<file path="src/rtl/fw_loader.sv">
// Boot loader: assembles little-endian 32-bit words from a byte stream into the instruction ROM and holds the core in reset until the full image is in.
// Optional trailing checksum byte enabled by defining FW_LOADER_CHECKSUM_EN.
module fw_loader #(
  parameter int ADDR_W  = 10,
  parameter int TIMEOUT = 1000
) (
  input  logic              clk,
  input  logic              reset,
  input  logic              start,
  input  logic [7:0]        rx_data,
  input  logic              rx_valid,
  output logic              rx_ready,
  output logic              rom_we,
  output logic [ADDR_W-1:0] rom_addr,
  output logic [31:0]       rom_wdata,
  output logic              core_reset,
  output logic              core_enable,
  output logic              busy,
  output logic              done,
  output logic              error
);

  typedef enum logic [2:0] {
    S_IDLE, S_LEN0, S_LEN1, S_DATA, S_CSUM, S_DONE, S_ERROR
  } state_t;

  localparam int              TMO_W     = (TIMEOUT > 1) ? $clog2(TIMEOUT) : 1;
  localparam logic [TMO_W-1:0] TMO_LAST = TMO_W'(TIMEOUT - 1);
  localparam logic [16:0]     MAX_WORDS = 17'(1) << ADDR_W;

  state_t            state_q, state_d;
  logic [15:0]       len_q, len_d;
  logic [15:0]       idx_q, idx_d;
  logic [1:0]        bcnt_q, bcnt_d;
  logic [23:0]       word_q, word_d;
  logic [TMO_W-1:0]  tmo_q, tmo_d;
  logic              we_q, we_d;
  logic [ADDR_W-1:0] addr_q, addr_d;
  logic [31:0]       wdata_q, wdata_d;
`ifdef FW_LOADER_CHECKSUM_EN
  logic [7:0]        csum_q, csum_d;
`endif

  logic        busy_st;
  logic        accept;
  logic [15:0] hdr_len;

  assign busy_st = (state_q == S_LEN0) || (state_q == S_LEN1) ||
                   (state_q == S_DATA) || (state_q == S_CSUM);
  assign accept  = rx_valid && busy_st;
  assign hdr_len = {rx_data, len_q[7:0]};

  always_comb begin
    state_d = state_q;
    len_d   = len_q;
    idx_d   = idx_q;
    bcnt_d  = bcnt_q;
    word_d  = word_q;
    tmo_d   = tmo_q;
    we_d    = 1'b0;
    addr_d  = addr_q;
    wdata_d = wdata_q;
`ifdef FW_LOADER_CHECKSUM_EN
    csum_d  = csum_q;
`endif

    if (busy_st) begin
      tmo_d = accept ? '0 : tmo_q + TMO_W'(1);
    end

    case (state_q)
      S_IDLE, S_DONE, S_ERROR: begin
        if (start) begin
          state_d = S_LEN0;
          idx_d   = '0;
          bcnt_d  = '0;
          tmo_d   = '0;
`ifdef FW_LOADER_CHECKSUM_EN
          csum_d  = '0;
`endif
        end
      end
      S_LEN0: begin
        if (accept) begin
          len_d[7:0] = rx_data;
          state_d    = S_LEN1;
        end
      end
      S_LEN1: begin
        if (accept) begin
          len_d = hdr_len;
          if ({1'b0, hdr_len} > MAX_WORDS) begin
            state_d = S_ERROR;
          end else if (hdr_len == 16'd0) begin
`ifdef FW_LOADER_CHECKSUM_EN
            state_d = S_CSUM;
`else
            state_d = S_DONE;
`endif
          end else begin
            state_d = S_DATA;
          end
        end
      end
      S_DATA: begin
`ifndef FW_LOADER_CHECKSUM_EN
        // The final write is still on the port this cycle; release the core after it.
        if (we_q && (idx_q == len_q)) begin
          state_d = S_DONE;
        end else
`endif
        if (accept) begin
`ifdef FW_LOADER_CHECKSUM_EN
          csum_d = csum_q + rx_data;
`endif
          bcnt_d = bcnt_q + 2'd1;
          case (bcnt_q)
            2'd0: word_d[7:0]   = rx_data;
            2'd1: word_d[15:8]  = rx_data;
            2'd2: word_d[23:16] = rx_data;
            default: begin
              we_d    = 1'b1;
              addr_d  = idx_q[ADDR_W-1:0];
              wdata_d = {rx_data, word_q};
              idx_d   = idx_q + 16'd1;
`ifdef FW_LOADER_CHECKSUM_EN
              if ((idx_q + 16'd1) == len_q) begin
                state_d = S_CSUM;
              end
`endif
            end
          endcase
        end
      end
`ifdef FW_LOADER_CHECKSUM_EN
      S_CSUM: begin
        if (accept) begin
          state_d = (rx_data == csum_q) ? S_DONE : S_ERROR;
        end
      end
`endif
      default: state_d = S_IDLE;
    endcase

    if (busy_st && !accept && (tmo_q == TMO_LAST)) begin
      state_d = S_ERROR;
    end
  end

  always_ff @(posedge clk) begin
    if (reset) begin
      state_q <= S_IDLE;
      len_q   <= '0;
      idx_q   <= '0;
      bcnt_q  <= '0;
      word_q  <= '0;
      tmo_q   <= '0;
      we_q    <= 1'b0;
      addr_q  <= '0;
      wdata_q <= '0;
`ifdef FW_LOADER_CHECKSUM_EN
      csum_q  <= '0;
`endif
    end else begin
      state_q <= state_d;
      len_q   <= len_d;
      idx_q   <= idx_d;
      bcnt_q  <= bcnt_d;
      word_q  <= word_d;
      tmo_q   <= tmo_d;
      we_q    <= we_d;
      addr_q  <= addr_d;
      wdata_q <= wdata_d;
`ifdef FW_LOADER_CHECKSUM_EN
      csum_q  <= csum_d;
`endif
    end
  end

  assign rx_ready    = busy_st;
  assign busy        = busy_st;
  assign rom_we      = we_q;
  assign rom_addr    = addr_q;
  assign rom_wdata   = wdata_q;
  assign core_reset  = (state_q != S_DONE);
  assign core_enable = (state_q == S_DONE);
  assign done        = (state_q == S_DONE);
  assign error       = (state_q == S_ERROR);

endmodule
</file>
<file path="config.mk">
export PLATFORM = sky130hd
export DESIGN_NAME = fw_loader
export DESIGN_NICKNAME = d
export VERILOG_FILES = /design/src/rtl/fw_loader.sv
export SDC_FILE = /design/constraint.sdc
export NUM_CORES = 1
export LEC_CHECK = 0
export ABC_AREA = 1
export BUFFER_PORTS_ARGS = -buffer_cell sky130_fd_sc_hd__buf_2
export CORE_AREA = 2 2 132 134
export DETAILED_ROUTE_END_ITERATION = 8
export DIE_AREA = 0 0 134 136
export MAX_ROUTING_LAYER = met4
export PLACE_DENSITY_LB_ADDON = 0.25
export SYNTH_ARGS = -nofsm -noshare
export SYNTH_HDL_FRONTEND = slang
export SYNTH_SLANG_ARGS = --single-unit
</file>
<file path="constraint.sdc">
create_clock -name clk -period 4.7 [get_ports clk]
set_input_delay 0.47 -clock clk [delete_from_list [all_inputs] [get_ports clk]]
set_output_delay 0.47 -clock clk [all_outputs]
set_load 0.05 [all_outputs]
</file>
==> results of run 1 <==
## layout by cell type, fill, tap and decap left out, drive strengths merged, types with 6 or more instances in the layout
| cell | n |
|---|---|
| a21oi | 98 |
| nand2 | 230 |
| o21ai | 24 |
| inv | 82 |
| ha | 6 |
| nand4 | 19 |
| nor3 | 12 |
| nor2 | 79 |
| nand3 | 92 |
| dfxtp | 114 |
| clkbuf | 20 |
| buf | 64 |
## report_power, final
part | switching [W] | internal (W) | leakage [nW]
Clock | 0.000471 | 0.000794 | 0.277
Combinational | 0.000717 | 0.000302 | 1.53
Sequential | 0.000130 | 0.00107 | 0.922
## stage by stage
stage / worst slack, ns / instances
after global routing: 1.72 / 1094
after detailed placement: 2.01 / 1062
after floorplan: 2.65 / 810
after CTS: 2.00 / 1094
final: 2.00 / 1094
after global placement: 2.14 / 1062
## state kept, by name, summed over array words and instances, names as in the netlist
name       flops
bcnt_q         2
word_q        24
tmo_q         10
rom_we         1
rom_wdata     32
rom_addr      10
state_q        3
len_q         16
idx_q         16
## Yosys cell counts (5+ instances only)
library cell	count
a21oi_1	97
buf_2	11
clkbuf_1	20
dfxtp_1	114
ha_1	6
inv_1	76
nand2_1	224
nand2_2	6
nand3_1	91
nand4_1	19
nor2_1	75
nor3_1	11
o21ai_0	24
xor2_1	5
## layer usage
metal | track usage | vias up | part of all wire
met4 | 0.0603 | 0 | 0.015
li1 | - | 2733 | -
met5 | - | - | 0
met2 | 0.274 | 105 | 0.46
met1 | 0.223 | 2362 | 0.48
met3 | 0.0399 | 20 | 0.040
## how the worst max path moves through the flow
stage,end,cells after the start,slack [ns],start
after global placement,word_q[16],8,2.14,state_q[0]
after floorplan,done,5,2.65,state_q[0]
final,word_q[12],8,2.00,state_q[0]
after detailed placement,word_q[12],8,2.01,state_q[0]
after CTS,word_q[12],8,2.00,state_q[0]
after global routing,word_q[17],8,1.72,state_q[0]
## cells by family (layout without fill, tap and decap cells)
| kind of cell | Yosys count | count (layout) | share of synthesized area |
|---|---|---|---|
| adder cells (fa/ha/maj) | 6 | 6 | 0.0138 |
| XOR/XNOR | 6 | 6 | 0.00963 |
| AND/OR/NAND/NOR | 440 | 440 | 0.350 |
| buffers and inverters | 117 | 176 | 0.0878 |
| AO/OA/AOI/OAI | 127 | 127 | 0.121 |
| flip-flops | 114 | 114 | 0.418 |
## worst reg2reg max path, cell delays in order, from the launching register on
cell and delay, ns:
dfxtp_1 0.37, inv_2 0.08, nor3_4 0.66, inv_2 0.22, a21oi_4 0.19, buf_4 0.56, nand2_2 0.27, nand2_1 0.13
a21oi_1 0.07
## cell type report
type                       instances  area (um^2)
multi-input combinational        579         2700
timing repair buffer              64          330
sequential                       114         2280
inverter                          80          300
tap                              225          282
clock inverter                    12          133
clock buffer                      20          447
fill                            1828        10400
==> reports/metrics.cfg, run 1 <==
[floorplan]
pin_count = 61
start_util = 0.323
die_w_um = 134
std_cell_rows = 48
die_h_um = 136
fp.dieArea_mm2 = 0.0182
design.core.area_mm2 = 0.0169

[logic_synthesis]
synthTopCellsByArea = dfxtp_1, nand2_1, a21oi_1
ys_warn_count = 0
syn_avg_cell_area_um2 = 6.74
netlist_area_mm2 = 0.00546
synth_flop_cell = dfxtp_1
synth.top_cell.area_share = 0.418
ys_ff_latch = 114
synth_cell_types = 31
syn-instance-count = 810
synth_edf_count = 0
yosys.area.top_type = dfxtp_1
syn-num-nets = 828
async_reset_ff_frac = 0
yosysSeqAreaShare = 0.418

[drt]
wl_per_cell_um = 13.5
drc = 0
post_drt_via_cell_ratio = 4.77
ant_nets = 0
dr.first_iter.drc_count = 440
wl_mm = 14.8
vias = 5220
dr.pass1.iters = 5

[finish]
finish.utilization = 0.383
diodes = 0
fin_area_mm2 = 0.00647
drive_gt1_frac = 0.130
final_nets = 874
synthToLayoutAreaGrowth_pct = 18.5

[cts]
ctsHoldBuffers = 0
post_cts_buffers = 0
clkSlewWorstSetupHoldPaths_ns = 0.06
clk_path_buf_depth = 2
root_buffer = clkbuf_16
cts-resized-gates = 0
clk_latency_ns = 0.42
cts_tree = built
numCtsBuffers = 17
cts_max_level = 4
clock_sinks = 114

[timing]
rsz0062_at_grt = no
hold_violations = 0
fin_setup_tns_ns = 0
fmax_ghz = 0.370
final-max-slew-violation-count = 0
fin_worst_skew_ns = 0.0101
slew_headroom = 0.366
setup_viol = 0
hold_ws_ns = 0.402
period_share = 0.575
worst_pin_slew_ns = 0.950
period_minus_slack_ns = 2.70

[pwr]
p_per_area_mw_per_mm2 = 538
leakage_nw = 2.73
p_total_w = 0.00348
vdd_drop_max_mv = 0.265

[min_path]
hold_path_depth = 3
hold_class = input pin to register
hold_end = len_q[14]
min_from = rx_data[6]

[critical_path]
crit_path_start_kind = register
crit_fanout = 69
crit_slowest_cell = nor3_4
critPathKind = register to register
worst-path-buf-inv = 3
crit_path_max_incr_delay_ns = 0.66
rr_startpoint = state_q[0]
end_kind = register
cpMostUsedCell = inv_2
arrival_ns = 2.97
reg2reg_slack_ns = 2.00
reg2reg_to = word_q[12]
worstPathRequired_ns = 4.96
crit_chain = inv_2 -> nor3_4 -> inv_2 -> a21oi_4 -> buf_4 -> nand2_2 -> nand2_1 -> a21oi_1
crit_family = simple AND/OR/NAND/NOR gates
rr_worst_depth = 8

[job]
drv_cap = 0

[placed_design]
port-buffer-count = 60
place_area_mm2 = 0.00589
post-dp-hpwl_mm = 10.0
place.gp.congestion = 0.867

[global_route]
first_global_vias = 4920
antenna_found_initial = 0
grt_pass1_wl_mm = 24.5
grt_max_degree = 75
grt_util_all_layers = 0.175
grt-ovfl-total = 0

[outcome]
status = finished, final reports clean

Power figures use the tool's default switching activity.
==> run 2: changes to the inputs <==
clock period = 2.29 ns   (was 4.7 ns; I/O delays follow)
==> reports/metrics.cfg, run 2 (synthesis gave the netlist of run 1 again) <==
[pwr]
p_per_area_mw_per_mm2 = 1100  ; +100%
leakage_nw = 2.84  ; +4.3%
vdd_drop_max_mv = 0.644  ; +140%

[drt]
wl_per_cell_um = 13.7  ; +1.2%
wl_mm = 15.3  ; +3.0%
post_drt_via_cell_ratio = 4.79  ; +0.41%
highest_layer = met4
wl_met1_mm = 7.35  ; +2.9%
met2_length_mm = 6.95  ; +1.4%
drc = 0  ; unchanged
dr.pass1.iters = 5  ; unchanged
vias = 5337  ; +2.2%
dr.first_iter.drc_count = 349  ; -21%
ant_nets = 0  ; unchanged
wl_met3_um = 617  ; +3.4%

[global_route]
grt_util_all_layers = 0.176  ; +0.000773
grt_max_degree = 59  ; -21%
grt-ovfl-total = 0  ; unchanged
first_global_vias = 4989  ; +1.4%
grt_pass1_wl_mm = 24.7  ; +0.59%
antenna_found_initial = 0  ; unchanged

[floorplan]
pin_count = 61  ; unchanged
die_h_um = 136  ; unchanged
design.core.area_mm2 = 0.0169  ; unchanged
fp.dieArea_mm2 = 0.0182  ; unchanged
std_cell_rows = 48  ; unchanged
start_util = 0.323  ; unchanged
die_w_um = 134  ; unchanged

[timing]
hold_violations = 0  ; unchanged
fmax_ghz = 0.486  ; +31%
slew_headroom = 0.547  ; +0.181
hold_ws_ns = 0.159  ; -0.243 ns
worst_pin_slew_ns = 0.674  ; -0.275 ns
final-max-slew-violation-count = 0  ; unchanged
setup_slack_ns = 0.230  ; -1.76 ns
period_minus_slack_ns = 2.06  ; -0.645 ns
fin_worst_skew_ns = 0.00768  ; -0.00239 ns
setup_viol = 0  ; unchanged
period_share = 0.899  ; +0.324

[finish]
synthToLayoutAreaGrowth_pct = 22.3
largest_register_ffs = 32  ; unchanged
fillers = 1806  ; -1.2%
mostFrequentLayoutCell = nand2_1
most-common-layout-cells = nand2_1, dfxtp_1, a21oi_1, nand3_1, inv_1
finish.utilization = 0.396  ; +0.0122
seq_area_mm2 = 0.00228  ; unchanged
multiInputGateArea_mm2 = 0.00271  ; +0.51%
final_nets = 895  ; +2.4%
drive_gt1_frac = 0.151  ; +0.0207
diodes = 0  ; unchanged

[critical_path]
crit_fanout = 27  ; -61%
arrival_ns = 2.40  ; -0.57 ns
end_kind = register
worstPathRequired_ns = 2.63  ; -2.33 ns
crit_path_start_kind = register
critPathKind = register to register
rr_worst_depth = 11  ; +3

[cts]
numCtsBuffers = 17  ; unchanged
clk_path_buf_depth = 2  ; unchanged
ctsHoldBuffers = 0  ; unchanged
root_buffer = clkbuf_16
clk_latency_ns = 0.42  ; about the same
cts_tree = built
clkSlewWorstSetupHoldPaths_ns = 0.06  ; about the same
clock_sinks = 114  ; unchanged
cts_max_level = 4  ; unchanged

[min_path]
hold_class = input pin to register
hold_path_depth = 3  ; unchanged

[placed_design]
post-dp-hpwl_mm = 10.7  ; +6.5%
dp_slack_ns = 0.159  ; -1.85 ns
place.gp.congestion = 0.900  ; +3.8%
port-buffer-count = 60  ; unchanged

[outcome]
status = finished, final reports clean

[job]
drv_cap = 0  ; unchanged

-- run 2: cell count changes in the layout (fill, tap and decap cells not counted), moves of 2 or more --
cell    previous run  this run
nor2_2             3         5
buf_12             0         2
buf_4              4        22
nor2_1            75        73
inv_6              2         0
-- run 2: power by group --
part	switching (W)	internal [W]
Clock	0.000933	0.00176
Sequential	0.000235	0.00219
Combinational	0.00154	0.000708
-- run 2: metrics by stage --
stage	TNS [ns]	std cells	instance area (um^2)	total power [W]
6_report	0	1114	6680	0.00736
3_5_place_dp	0	1082	6070	0.00467
3_3_place_gp	0	1082	6070	0.00467
2_1_floorplan	0	810	5460	0.00413
4_1_cts	0	1113	6660	0.00737
5_1_grt	-0.00594	1114	6680	0.00787
-- run 2: final timing paths --
path	from	to	slack (ns)
setup / recovery	idx_q[5]	word_q[4]	0.23
hold / removal	rx_data[2]	word_q[18]	0.16
setup reg to reg	idx_q[5]	word_q[4]	0.23
hold reg to reg	rom_wdata[11]	rom_wdata[11]	0.46
-- run 2: layout make-up --
| cell class | instances | share of cell area |
|---|---|---|
| Clock buffer | 22 | 0.0695 |
| Clock inverter | 9 | 0.0197 |
| Inverter | 80 | 0.0450 |
| Multi-Input combinational cell | 580 | 0.406 |
| Sequential cell | 114 | 0.342 |
| Tap cell | 225 | 0.0422 |
| Timing Repair Buffer | 84 | 0.0757 |
-- run 2: worst max-delay path: stages, from the launching register on --
cell and delay, ns:
dfxtp_1 0.45, inv_1 0.13, nand2_1 0.09, nand2_1 0.05, nor2_1 0.11, nand2_1 0.07
nor2_2 0.27, a21oi_4 0.20, buf_12 0.22, nand2_2 0.15, nand2_1 0.08, a21oi_1 0.13
-- run 2: what timing repair did --
action / CTS / global route
resized for setup: 0 / 2
setup buffers: 0 / 0
setup endpoints to repair: 0 / 50
hold endpoints to repair: 0 / 0
-- run 2: per-layer routing --
layer / global-route usage / vias to the layer above
li1: - / 2763
met1: 0.230 / 2441
met2: 0.264 / 107
met3: 0.0429 / 26
met4: 0.0656 / 0
met5: - / -
